**src/rtl/load_store_ctrl.sv**
```systemverilog
`default_nettype none
// ============================================================================
// Module   : load_store_ctrl
// Purpose  : RISC-V style load/store unit front end. It decodes size and sign,
//            builds byte-lane masks, lane-shifts store data and extends load
//            data. It also sequences one or two memory beats per request.
// Options  : LSU_MISALIGN_SPLIT_EN - when defined, a word-crossing access is
//            split into two beats. Otherwise it is reported as a fault.
// Revision : 1.0 - initial release
// ============================================================================
module load_store_ctrl #(
    parameter int XLEN   = 32,
    parameter int ADDR_W = 32
) (
    input  logic                clk,
    input  logic                rst,
    input  logic                req_valid,
    output logic                req_ready,
    input  logic [6:0]          req_opcode,
    input  logic [2:0]          req_func3,
    input  logic [ADDR_W-1:0]   req_addr,
    input  logic [XLEN-1:0]     req_wdata,
    output logic                resp_valid,
    input  logic                resp_ready,
    output logic [XLEN-1:0]     resp_rdata,
    output logic                resp_fault,
    output logic                mem_cs,
    output logic                mem_wr_en,
    output logic [ADDR_W-1:0]   mem_addr,
    output logic [XLEN/8-1:0]   mem_mask,
    output logic [XLEN-1:0]     mem_wdata,
    input  logic [XLEN-1:0]     mem_rdata,
    input  logic                mem_ack
);

    localparam int NB    = XLEN / 8;
    localparam int OFF_W = $clog2(NB);

    localparam logic [1:0] S_IDLE  = 2'd0;
    localparam logic [1:0] S_BEAT0 = 2'd1;
    localparam logic [1:0] S_BEAT1 = 2'd2;
    localparam logic [1:0] S_RESP  = 2'd3;

    logic [1:0]        r_state;
    logic              r_store;
    logic              r_uns;
    logic [1:0]        r_size;
    logic [OFF_W-1:0]  r_off;
    logic              r_mem_cs;
    logic              r_mem_wr_en;
    logic [ADDR_W-1:0] r_mem_addr;
    logic [NB-1:0]     r_mem_mask;
    logic [XLEN-1:0]   r_mem_wdata;
    logic              r_resp_valid;
    logic              r_resp_fault;
    logic [XLEN-1:0]   r_resp_rdata;

    logic              w_is_load;
    logic              w_is_store;
    logic [OFF_W-1:0]  w_off;
    logic [2*NB-1:0]   w_ones;
    logic [2*NB-1:0]   w_mask_full;
    logic              w_misaligned;
    logic              w_mis_fault;
    logic              w_fault;
    logic [ADDR_W-1:0] w_word_addr;
    logic [XLEN-1:0]   w_rd_aligned;
    logic [XLEN-1:0]   w_load_data;
    logic              w_done;

    assign req_ready  = (r_state == S_IDLE);
    assign resp_valid = r_resp_valid;
    assign resp_rdata = r_resp_rdata;
    assign resp_fault = r_resp_fault;
    assign mem_cs     = r_mem_cs;
    assign mem_wr_en  = r_mem_wr_en;
    assign mem_addr   = r_mem_addr;
    assign mem_mask   = r_mem_mask;
    assign mem_wdata  = r_mem_wdata;

    assign w_is_load   = (req_opcode == 7'b0000011);
    assign w_is_store  = (req_opcode == 7'b0100011);
    assign w_off       = req_addr[OFF_W-1:0];
    assign w_word_addr = {req_addr[ADDR_W-1:OFF_W], {OFF_W{1'b0}}};

    // Size-wide run of ones; the double-width shift exposes lanes spilling into the next word
    always_comb begin
        w_ones = '0;
        for (int i = 0; i < 2*NB; i++) begin
            w_ones[i] = (i < (32'd1 << req_func3[1:0]));
        end
    end

    assign w_mask_full  = w_ones << w_off;
    assign w_misaligned = |w_mask_full[2*NB-1:NB];

`ifdef LSU_MISALIGN_SPLIT_EN
    logic              r_split;
    logic [NB-1:0]     r_mask1;
    logic [XLEN-1:0]   r_wdata1;
    logic [XLEN-1:0]   r_rd_lo;
    logic [2*XLEN-1:0] w_wdata_full;
    logic [2*XLEN-1:0] w_rd_cat;
    logic              w_next_beat;

    assign w_mis_fault  = 1'b0;
    assign w_wdata_full = {{XLEN{1'b0}}, req_wdata} << {w_off, 3'b000};
    // Second beat supplies the upper bytes; merge before shifting down
    assign w_rd_cat     = (r_state == S_BEAT1) ? {mem_rdata, r_rd_lo}
                                               : {{XLEN{1'b0}}, mem_rdata};
    assign w_rd_aligned = XLEN'(w_rd_cat >> {r_off, 3'b000});
    assign w_next_beat  = mem_ack && (r_state == S_BEAT0) && r_split;
    assign w_done       = mem_ack && ((r_state == S_BEAT1) ||
                                      ((r_state == S_BEAT0) && !r_split));
`else
    logic [XLEN-1:0]   w_wdata_sh;

    assign w_mis_fault  = w_misaligned;
    assign w_wdata_sh   = req_wdata << {w_off, 3'b000};
    assign w_rd_aligned = mem_rdata >> {r_off, 3'b000};
    assign w_done       = mem_ack && ((r_state == S_BEAT0) || (r_state == S_BEAT1));
`endif

    // Illegal encodings and unsupported sizes bypass memory entirely
    always_comb begin
        w_fault = 1'b0;
        if (!(w_is_load || w_is_store))                                     w_fault = 1'b1;
        if (req_func3 == 3'b111)                                            w_fault = 1'b1;
        if (w_is_store && req_func3[2])                                     w_fault = 1'b1;
        if ((XLEN == 32) && ((req_func3 == 3'b011) || (req_func3 == 3'b110))) w_fault = 1'b1;
        if (w_mis_fault)                                                    w_fault = 1'b1;
    end

    function automatic logic [XLEN-1:0] f_extend(input logic [XLEN-1:0] raw,
                                                 input logic [1:0]      size,
                                                 input logic            uns);
        logic [XLEN-1:0] ext;
        logic            sgn;
        int              bits;
        ext  = raw;
        sgn  = 1'b0;
        bits = 8 << size;
        if (size != 2'b11) begin
            sgn = !uns && raw[bits-1];
            for (int i = 0; i < XLEN; i++) begin
                if (i >= bits) ext[i] = sgn;
            end
        end
        return ext;
    endfunction

    assign w_load_data = f_extend(w_rd_aligned, r_size, r_uns);

    // Request sequencing: accept, drive beats until acked, then hold the response
    always_ff @(posedge clk) begin
        if (rst) begin
            r_state      <= S_IDLE;
            r_store      <= 1'b0;
            r_uns        <= 1'b0;
            r_size       <= 2'b00;
            r_off        <= '0;
            r_mem_cs     <= 1'b1;
            r_mem_wr_en  <= 1'b1;
            r_mem_addr   <= '0;
            r_mem_mask   <= '0;
            r_mem_wdata  <= '0;
            r_resp_valid <= 1'b0;
            r_resp_fault <= 1'b0;
            r_resp_rdata <= '0;
`ifdef LSU_MISALIGN_SPLIT_EN
            r_split      <= 1'b0;
            r_mask1      <= '0;
            r_wdata1     <= '0;
            r_rd_lo      <= '0;
`endif
        end else begin
            case (r_state)
                S_IDLE: begin
                    if (req_valid) begin
                        r_store <= w_is_store;
                        r_uns   <= req_func3[2];
                        r_size  <= req_func3[1:0];
                        r_off   <= w_off;
                        if (w_fault) begin
                            r_state      <= S_RESP;
                            r_resp_valid <= 1'b1;
                            r_resp_fault <= 1'b1;
                            r_resp_rdata <= '0;
                        end else begin
                            r_state     <= S_BEAT0;
                            r_mem_cs    <= 1'b0;
                            r_mem_wr_en <= !w_is_store;
                            r_mem_addr  <= w_word_addr;
                            r_mem_mask  <= w_mask_full[NB-1:0];
`ifdef LSU_MISALIGN_SPLIT_EN
                            r_mem_wdata <= w_wdata_full[XLEN-1:0];
                            r_wdata1    <= w_wdata_full[2*XLEN-1:XLEN];
                            r_mask1     <= w_mask_full[2*NB-1:NB];
                            r_split     <= w_misaligned;
`else
                            r_mem_wdata <= w_wdata_sh;
`endif
                        end
                    end
                end
                S_BEAT0, S_BEAT1: begin
                    if (w_done) begin
                        r_state      <= S_RESP;
                        r_mem_cs     <= 1'b1;
                        r_mem_wr_en  <= 1'b1;
                        r_mem_addr   <= '0;
                        r_mem_mask   <= '0;
                        r_mem_wdata  <= '0;
                        r_resp_valid <= 1'b1;
                        r_resp_fault <= 1'b0;
                        r_resp_rdata <= r_store ? '0 : w_load_data;
                    end
`ifdef LSU_MISALIGN_SPLIT_EN
                    else if (w_next_beat) begin
                        r_state     <= S_BEAT1;
                        r_mem_addr  <= r_mem_addr + ADDR_W'(NB);
                        r_mem_mask  <= r_mask1;
                        r_mem_wdata <= r_wdata1;
                        r_rd_lo     <= mem_rdata;
                    end
`endif
                end
                S_RESP: begin
                    if (resp_ready) begin
                        r_state      <= S_IDLE;
                        r_resp_valid <= 1'b0;
                        r_resp_fault <= 1'b0;
                        r_resp_rdata <= '0;
                    end
                end
                default: r_state <= S_IDLE;
            endcase
        end
    end

endmodule
`default_nettype wire

```
**config.mk**
```make
export PLATFORM = sky130hd
export DESIGN_NAME = load_store_ctrl
export DESIGN_NICKNAME = d
export VERILOG_FILES = /design/src/rtl/load_store_ctrl.sv
export SDC_FILE = /design/constraint.sdc
export NUM_CORES = 1
export LEC_CHECK = 0
export CAP_MARGIN = 20
export CORE_MARGIN = 1
export CORE_UTILIZATION = 44
export DETAILED_ROUTE_END_ITERATION = 16
export PLACE_DENSITY = 0.81
export RECOVER_POWER = 100
export SLEW_MARGIN = 30
export SYNTH_ARGS = -nofsm -noshare
export SYNTH_HDL_FRONTEND = slang
export SYNTH_SLANG_ARGS = --single-unit
```
**constraint.sdc**
```tcl
create_clock -name clk -period 2.75 [get_ports clk]
set_clock_uncertainty 0.15 [all_clocks]
set_input_delay 0.4125 -clock clk [delete_from_list [all_inputs] [get_ports clk]]
set_output_delay 0.4125 -clock clk [all_outputs]
set_load 0.01 [all_outputs]
```
======== Word level (Yosys, flattened, before mapping) ========
Cells that the tools add are included.
word-level totals
  flip-flop bits (word level) ............. 112
  input port bits ......................... 111
  output and inout port bits .............. 105
  word-level logic and storage cells ...... 166
cells by class
  $add $sub $neg .......................... 1
  $lt $le $gt $ge ......................... 41
  equal/unequal tests ..................... 14
  shifts and indexed selects .............. 5
  muxes and demuxes ....................... 76
  reduce and logical (&&, ||, !) cells .... 16
operator list
  kind                                                  count
  >= comparator 6 x 32 -> 1 bit (first input constant)  16
  2-to-1 mux 32 bit                                     11
  >= comparator 5 x 32 -> 1 bit (first input constant)  8
  >= comparator 4 x 32 -> 1 bit (first input constant)  4
  < comparator 3 x 32 -> 1 bit (first input constant)   4
  case mux 32 bit (2 select lines)                      2
  case mux 32 bit (3 select lines)                      1
  >= comparator 3 x 32 -> 1 bit (first input constant)  2
  < comparator 1 x 32 -> 1 bit (first input constant)   2
  < comparator 2 x 32 -> 1 bit (first input constant)   2
  2-to-1 mux 1 bit                                      48
  >= comparator 1 x 32 -> 1 bit (first input constant)  1
  >= comparator 2 x 32 -> 1 bit (first input constant)  1
  < comparator 32 x 7 -> 1 bit (second input constant)  1
  << shifter 1 x 2 -> 32 bit (first input constant)     1
  << shifter 32 x 5 -> 32 bit                           1
  << shifter 4 x 2 -> 32 bit (first input constant)     1
  right shift 32 x 5 -> 32 bit                          1
  subtractor 32 x 2 -> 32 bit (second input constant)   1
  2-to-1 mux 4 bit                                      3
  inequality test 2 bit (second input constant)         5
  2-to-1 mux 2 bit                                      4
  case mux 4 bit (2 select lines)                       1
  AND reduction 4 bit                                   2
  21 further kinds                                      30

======== Longest topological paths before layout ========
Gate-level depths: netlist (run 1).
  depth after elaboration ................. 11
  mapped depth ............................ 10
  gate-level depth less buffers ........... 7

======== Worst setup path after synthesis (run 1) ========
OpenSTA, ideal clock, no wires.
  path kind ............................... reg2reg
  from .................................... reg r_size[1]
  to ...................................... reg r_resp_rdata[16], in the netlist resp_rdata[16]
  library setup time ...................... 117 ps
  data arrival time ....................... 2,275 ps
  data required time ...................... 2,483 ps
  setup slack ............................. 208 ps
  stages on the path, launching flop included .. 10
  path buffers ............................ 3
  period minus slack after synthesis ...... 2,542 ps
  cell sequence ........................... dfxtp_1 > clkbuf_1 > or2_2 > buf_2 > ha_1 > a31o_2 > o221ai_1 > buf_2 > o22ai_1 > a22o_1
between the ends
  cells in the longest elaborated chain, start to end .. 11
  elaborated cells between the ends (all ways) .. 13
  classes of those cells .................. add/sub (1); order compare (1); eq/ne (1); shift (1); mux (8); reduce/logical (1)
RTL lines
  element                                              RTL line  source
  start: declaration                                   47        logic [1:0] r_size;
  start signal: assignment                             182       r_size <= req_func3[1:0];
  << shifter 4 x 2 -> 32 bit                           142       bits = 8 << size;
  subtractor 32 x 2 -> 32 bit                          144       sgn = !uns && raw[bits-1];
  binary-select mux 1 bit (select 5 bit)               144
  2-to-1 mux 1 bit (implied by the code) (2 in a row)  144
  logical AND 1 bit                                    144
  2-to-1 mux 1 bit                                     146       if (i >= bits) ext[i] = sgn;
  2-to-1 mux 32 bit (*)                                143       if (size != 2'b11) begin
  2-to-1 mux 32 bit (*)                                216       r_resp_rdata <= r_store ? '0 : w_load_data;
  2-to-1 mux 32 bit (*)                                207       if (w_done) begin
  case mux 32 bit (3 select lines) (*)                 177       case (r_state)
  end signal: assignment                               216
  end: declaration                                     56        logic [XLEN-1:0] r_resp_rdata;
Every way passes the cells marked *; elsewhere a longest branch is shown, timed or not. The select of a mux whose other input is x is not followed.
A chain may end at the register's enable or synchronous reset.

======== Worst setup path in the final report (run 1) ========
  from .................................... reg r_state[0]
  to ...................................... reg r_mem_wdata[4], in the netlist mem_wdata[4]
between the ends
  cells in the longest elaborated chain, start to end .. 5
  elaborated cells between the ends (all ways) .. 12
  classes of those cells .................. eq/ne (5); mux (1); reduce/logical (6)
RTL lines
  element                                                                     RTL line  source
  start: declaration                                                          44        logic [1:0] r_state;
  start signal: assignment                                                    157       r_state <= S_IDLE;
  start signal: assignment                                                    185       r_state <= S_RESP;
  start signal: assignment                                                    190       r_state <= S_BEAT0;
  equality test 2 x 1 -> 1 bit / equality test 2 bit (equally long branches)  121, 177
  logical OR 1 bit                                                            121       assign w_done = mem_ack && ((r_state == S_BEAT0) || (r_state == S_BEAT1));
  logical AND 1 bit                                                           121
  inequality test 2 bit (no source line)                                      n/a
  AND reduction 4 bit (no source line)                                        n/a
  end signal: assignment                                                      201       r_mem_wdata <= w_wdata_sh;
  end: declaration                                                            53        logic [XLEN-1:0] r_mem_wdata;
Parallel ways exist; a longest one is shown, timed or not.

==> out/qor.csv, run 1 <==
stage,metric,value,unit
drt,drtAntennaViolNets,0,
power,p_per_area,910,mW/mm²
clocking,worstSkewPairLatency,0.36,ns
floorplanning,start_util,0.449,
yosys,netlist.area_leader.share,0.410,
cells_and_area,final_util,0.670,
yosys,synth_flop_cell,dfxtp_1,
clocking,cts_buffer_depth,2,
yosys,yosys_warnings,0,
yosys,synthesis.area,0.00538,mm²
yosys,yosysMostFrequentCell,dfxtp_1,
sta,final.min_clock_period,2.58,ns
place,dp_hpwl,13800,µm
floorplanning,fp.dieArea,0.0127,mm²
drt,drc,0,
sta,drv_slew,0,
floorplanning,core_area,0.0120,mm²
setup_path,arrival,2.72,ns
drt,dr.first_iter.drc_count,585,
sta,rsz0062_at_grt,false,
yosys,netlist_instances,648,
floorplanning,core.rowCount,40,
drt,wl_per_cell,19.3,µm
yosys,yosysSeqAreaShare,0.410,
place,routabilityCongestion,0.915,
power,p_total,7.29,mW
global_route,antenna_found_initial,0,
yosys,synth_commonest_cells,"dfxtp_1, a21oi_1, o21ai_0, clkbuf_1, nand3_1",
floorplanning,ios,216,
cells_and_area,n_antenna_cell,0,
yosys,ys_async_sr_fraction,0,
power,ir_drop,530,µV
place,portBuffers,213,
clocking,postCtsSetupRepairBufs,0,
cells_and_area,area_growth,49.0,%
yosys,syn_area_per_cell,8.29,µm²
cells_and_area,fillCellCount,980,
clocking,cts_resized,0,
setup_path,crit_fanout,13,
clocking,clock-sinks,110,
clocking,clk_pin_slew,0.08,ns
clocking,clock_tree.root_cell,clkbuf_16,
drt,wirelength,19100,µm
power,leakage,3.09,nW
global_route,grt_max_degree,49,
setup_path,cp_data_required_time,2.89,ns
floorplanning,die_h,113,µm
outcome,outcome,"complete, no violations",
clocking,tritoncts,built,
clocking,hold_buffers,0,
global_route,grt_pass1_vias,5831,
sta,min_period_over_period,0.938,
sta,fin_tns_setup,0,ns
flow_run,maxCapViolCount,0,
yosys,yosysUniqueCellTypes,48,
sta,setup_violations,0,
yosys,synth-seq-cells,110,
sta,max-slew-margin-rel,0.324,
yosys,synth_top_cell_by_area,dfxtp_1,
yosys,synth.area.top_cells,"dfxtp_1, a21oi_1, o21ai_0, mux2i_1, nand3_1",
yosys,synth-edff-count,0,
drt,num_vias,6021,
clocking,htreeDepth,3,
setup_path,critPathKind,flip-flop to flip-flop,
setup_path,cp-start-kind,flip-flop,
global_route,grt_usage,0.303,
setup_path,crit_path_end_kind,flip-flop,
drt,dr.pass1.iters,5,
clocking,cts_buffers,9,
floorplanning,die_w,113,µm
sta,max_freq,0.388,GHz
global_route,grt.overflow.total,0,
cells_and_area,nNetsFinal,954,
min_path,hold_class,input port to flip-flop,
cells_and_area,drive_gt1_frac,0.0807,
drt,viasPerCell,6.08,
global_route,grt_pass1_wl,30100,µm
sta,tightest_slew,1.01,ns
sta,hold_viol,0,
-- cells in the final DEF (no fill, tap or decap), types with 12 or more instances in the layout --
cell	n
dfxtp_1	110
nor2_1	12
buf_4	22
mux2i_1	35
nand3_1	47
a211oi_1	17
nand4_1	19
dlygate4sd3_1	104
o21ai_0	88
clkdlybuf4s50_1	108
nand2_1	44
a21oi_1	92
-- final timing paths --
path,depth (start not counted),end,start,slack (ns)
max,8,mem_wdata[4]$_SDFFE_PP0P_,r_state[0]$_SDFFE_PP0P_,0.17
min,2,r_store$_SDFFE_PP0P_,rst,0.23
max reg2reg,8,mem_wdata[4]$_SDFFE_PP0P_,r_state[0]$_SDFFE_PP0P_,0.17
min reg2reg,1,mem_cs$_SDFFE_PP1P_,mem_cs$_SDFFE_PP1P_,0.30
-- registers in the layout (all words and copies together) (netlist names), 2 cells and up --
signal and count:
mem_addr 30, mem_mask 4, mem_wdata 32, r_off 2, r_size 2, r_state 2
resp_rdata 32
-- layout make-up --
type                            count  area (µm²)  share of cell area
Multi-Input combinational cell    461        2880               0.360
Timing Repair Buffer              246        2410               0.300
Inverter                           10        37.5             0.00469
Clock inverter                      6        70.1             0.00875
Clock buffer                       10         229              0.0286
Tap cell                          147         184              0.0230
Sequential cell                   110        2200               0.275
-- power by group --
group	total [mW]	switching [mW]	internal [mW]
clock network	1.35	0.633	0.716
logic	3.75	2.24	1.51
registers	2.19	0.207	1.98
-- logic make-up after synthesis --
group	Yosys count	synth area share
adders and majority gates	5	0.0116
and+or+nand+nor	156	0.151
muxes	43	0.0819
DFF	110	0.410
buffers and inverters	78	0.0589
AOI/OAI and AO/OA	255	0.286
other	1	0.000698
-- stage by stage --
stage / hold slack (ns) / worst slack, ns / instance area (µm²) / instances
4_1_cts: 0.220 / 0.265 / 8040 / 990
3_5_place_dp: 0.294 / -0.00940 / 7740 / 974
5_1_grt: 0.237 / 0.0199 / 8010 / 990
3_3_place_gp: 0.294 / 0.0709 / 7740 / 974
6_report: 0.232 / 0.172 / 8010 / 990
2_1_floorplan: 0.286 / 0.208 / 5380 / 649
-- critical path, cell delays in order (launching register included) --
cell,delay [ns]
dfxtp_1,0.36
inv_1,0.05
ha_1,0.31
inv_2,0.13
buf_4,0.23
nand2_1,0.26
nor2_1,0.64
nand4_1,0.19
a21oi_1,0.17
-- metal layers --
| layer | up-vias | GRT usage | share of wire |
|---|---|---|---|
| li1 | 2784 | - | - |
| met5 | - | 0 | 0 |
| met2 | 340 | 0.517 | 0.48 |
| met3 | 42 | 0.0788 | 0.095 |
| met1 | 2855 | 0.363 | 0.40 |
| met4 | 0 | 0.124 | 0.028 |
No activity file was read; power rests on OpenSTA's default activity.
==> run 2, diff against run 1 <==
==> constraint.sdc (replaced) <==
create_clock -name clk -period 2.9 [get_ports clk]
set_clock_uncertainty 0.15 [all_clocks]
set_input_delay 0.435 -clock clk [delete_from_list [all_inputs] [get_ports clk]]
set_output_delay 0.435 -clock clk [all_outputs]
set_load 0.01 [all_outputs]
==> out/qor.csv, run 2 (synthesis gave the netlist of run 1 again) <==
stage,metric,value,unit,change
cells_and_area,final_common_cell,dfxtp_1,,
clocking,cts_buffer_depth,2,,unchanged
drt,wl_per_cell,19.1,µm,-1.3%
setup_path,crit_path_end,mem_wr_en$_SDFFE_PP1P_,,
sta,max-slew-margin-rel,0.406,,+0.0815
drt,drtAntennaViolNets,0,,unchanged
clocking,postCtsSetupRepairBufs,0,,unchanged
sta,setup_violations,0,,unchanged
cells_and_area,fillCellCount,981,,+0.10%
clocking,clock_tree.root_cell,clkbuf_16,,
cells_and_area,n_antenna_cell,0,,unchanged
cells_and_area,drive_gt1_frac,0.0702,,-0.0104
clocking,clock-sinks,110,,unchanged
clocking,worstSkewPairLatency,0.35,ns,about the same
setup_path,crit-reg2reg-capture,mem_wr_en$_SDFFE_PP1P_,,
flow_run,maxCapViolCount,0,,unchanged
setup_path,cp-start-kind,flip-flop,,
sta,min_period_over_period,0.935,,-0.00262
power,leakage,3.06,nW,-1.0%
sta,holdWs,0.260,ns,+0.0280 ns
cells_and_area,area_growth,48.3,%,
power,p_per_area,863,mW/mm²,-5.1%
sta,tightest_slew,0.891,ns,-0.122 ns
clocking,clk_pin_slew,0.08,ns,about the same
floorplanning,fp.dieArea,0.0127,mm²,unchanged
sta,final.min_clock_period,2.71,ns,+0.133 ns
place,dp_hpwl,13900,µm,+0.38%
cells_and_area,final_cell_mix,"dfxtp_1, clkdlybuf4s50_1, dlygate4sd3_1",,
floorplanning,die_h,113,µm,unchanged
clocking,tritoncts,built,,
floorplanning,core.rowCount,40,,unchanged
floorplanning,core_area,0.0120,mm²,unchanged
clocking,hold_buffers,0,,unchanged
cells_and_area,final_util,0.666,,-0.00335
cells_and_area,multi_input_area,0.00285,mm²,-1.0%
outcome,outcome,"complete, no violations",,
setup_path,r2r_slack,0.19,ns,+0.02 ns
setup_path,timing.rr.start,r_state[0]$_SDFFE_PP0P_,,
place,place_ws,0.118,ns,+0.128 ns
drt,drc,0,,unchanged
sta,hold_viol,0,,unchanged
place,portBuffers,213,,unchanged
min_path,min_path_cells,2,,unchanged
drt,dr.first_iter.drc_count,449,,-23%
global_route,antenna_found_initial,0,,unchanged
floorplanning,start_util,0.449,,unchanged
setup_path,crit_fanout,38,,+25
global_route,grt_max_degree,50,,+2.0%
clocking,htreeDepth,3,,unchanged
setup_path,cp_data_required_time,2.99,ns,+0.10 ns
cells_and_area,nNetsFinal,951,,-0.31%
min_path,hold_class,input port to flip-flop,,
drt,num_vias,5876,,-2.4%
setup_path,ff2ff_path_depth,8,,unchanged
setup_path,critPathKind,flip-flop to flip-flop,,
sta,drv_slew,0,,unchanged
power,ir_drop,421,µV,-20%
floorplanning,ios,216,,unchanged
setup_path,crit_path_end_kind,flip-flop,,
sta,max_freq,0.369,GHz,-4.9%
place,routabilityCongestion,0.955,,+4.3%
global_route,grt.overflow.total,0,,unchanged
setup_path,critPathLaunch,r_state[0]$_SDFFE_PP0P_,,
floorplanning,die_w,113,µm,unchanged
drt,viasPerCell,5.95,,-2.1%
sta,layout_setup_ws,0.189,ns,+0.0169 ns
global_route,grt_pass1_wl,30000,µm,-0.35%
sta,rsz0062_at_grt,false,,
setup_path,arrival,2.80,ns,+0.08 ns
clocking,cts_resized,0,,unchanged
drt,dr.pass1.iters,5,,unchanged
global_route,grt_usage,0.299,,-0.00385
clocking,cts_buffers,9,,unchanged
sta,fin_tns_setup,0,ns,unchanged
cells_and_area,regArea,0.00220,mm²,unchanged
power,p_total,6.88,mW,-5.6%
global_route,grt_pass1_vias,5723,,-1.9%
drt,wirelength,18800,µm,-1.6%
[run 2: cell types whose count changed in the layout (fill, tap and decap cells not counted), sizes merged]
cell           before  now
clkinv              3    1
buf                27   23
dlygate4sd3       104  103
inv                12   11
clkinvlp            0    2
clkdlybuf4s50     108  109
clkbuf             17   18
bufinv              1    2
[run 2: worst max-delay path, stage by stage, from the launching register on]
cell and delay (ns):
dfxtp_1 0.36, inv_1 0.06, ha_1 0.21, clkbuf_1 0.28
and3_1 0.29, a22oi_1 0.26, clkbuf_2 0.59, a211oi_1 0.14
a211o_1 0.26
[run 2: worst min path at each step]
stage	startpoint	end	slack, ns
floorplan	r_uns$_SDFFE_PP0P_	r_uns$_SDFFE_PP0P_	0.29
global placement	mem_cs$_SDFFE_PP1P_	mem_cs$_SDFFE_PP1P_	0.29
detailed placement	resp_rdata[6]$_SDFFE_PP0P_	resp_rdata[6]$_SDFFE_PP0P_	0.30
CTS	rst	resp_rdata[6]$_SDFFE_PP0P_	0.25
global route	rst	resp_rdata[6]$_SDFFE_PP0P_	0.26
finish	rst	resp_rdata[6]$_SDFFE_PP0P_	0.26
[run 2: layer usage]
layer	share of wire	up-vias	GRT usage	routed length (µm)
li1	-	2771	-	-
met1	0.42	2815	0.364	7870
met2	0.48	260	0.507	8980
met3	0.082	30	0.0842	1540
met4	0.023	0	0.105	434
met5	0	-	0	0
[run 2: area by class of cell]
cell class              instances  share of cell area
clock inverters                 6              0.0116
multi-input cells             461               0.358
repair buffers                243               0.296
clock buffers                  10              0.0300
flip-flops and latches        110               0.276
well taps                     147              0.0231
inverters                      10             0.00471
[run 2: report_power, final]
group	switching, mW	internal [mW]	leakage [nW]
clock	0.584	0.786	0.155
combinational	2.09	1.34	2.01
sequential	0.199	1.88	0.894
total	2.87	4.01	3.06
[run 2: through the flow]
stage	instance area [µm²]	instances
floorplan	5380	649
global placement	7710	971
detailed placement	7710	971
CTS	8040	987
global route	7970	987
finish	7970	987
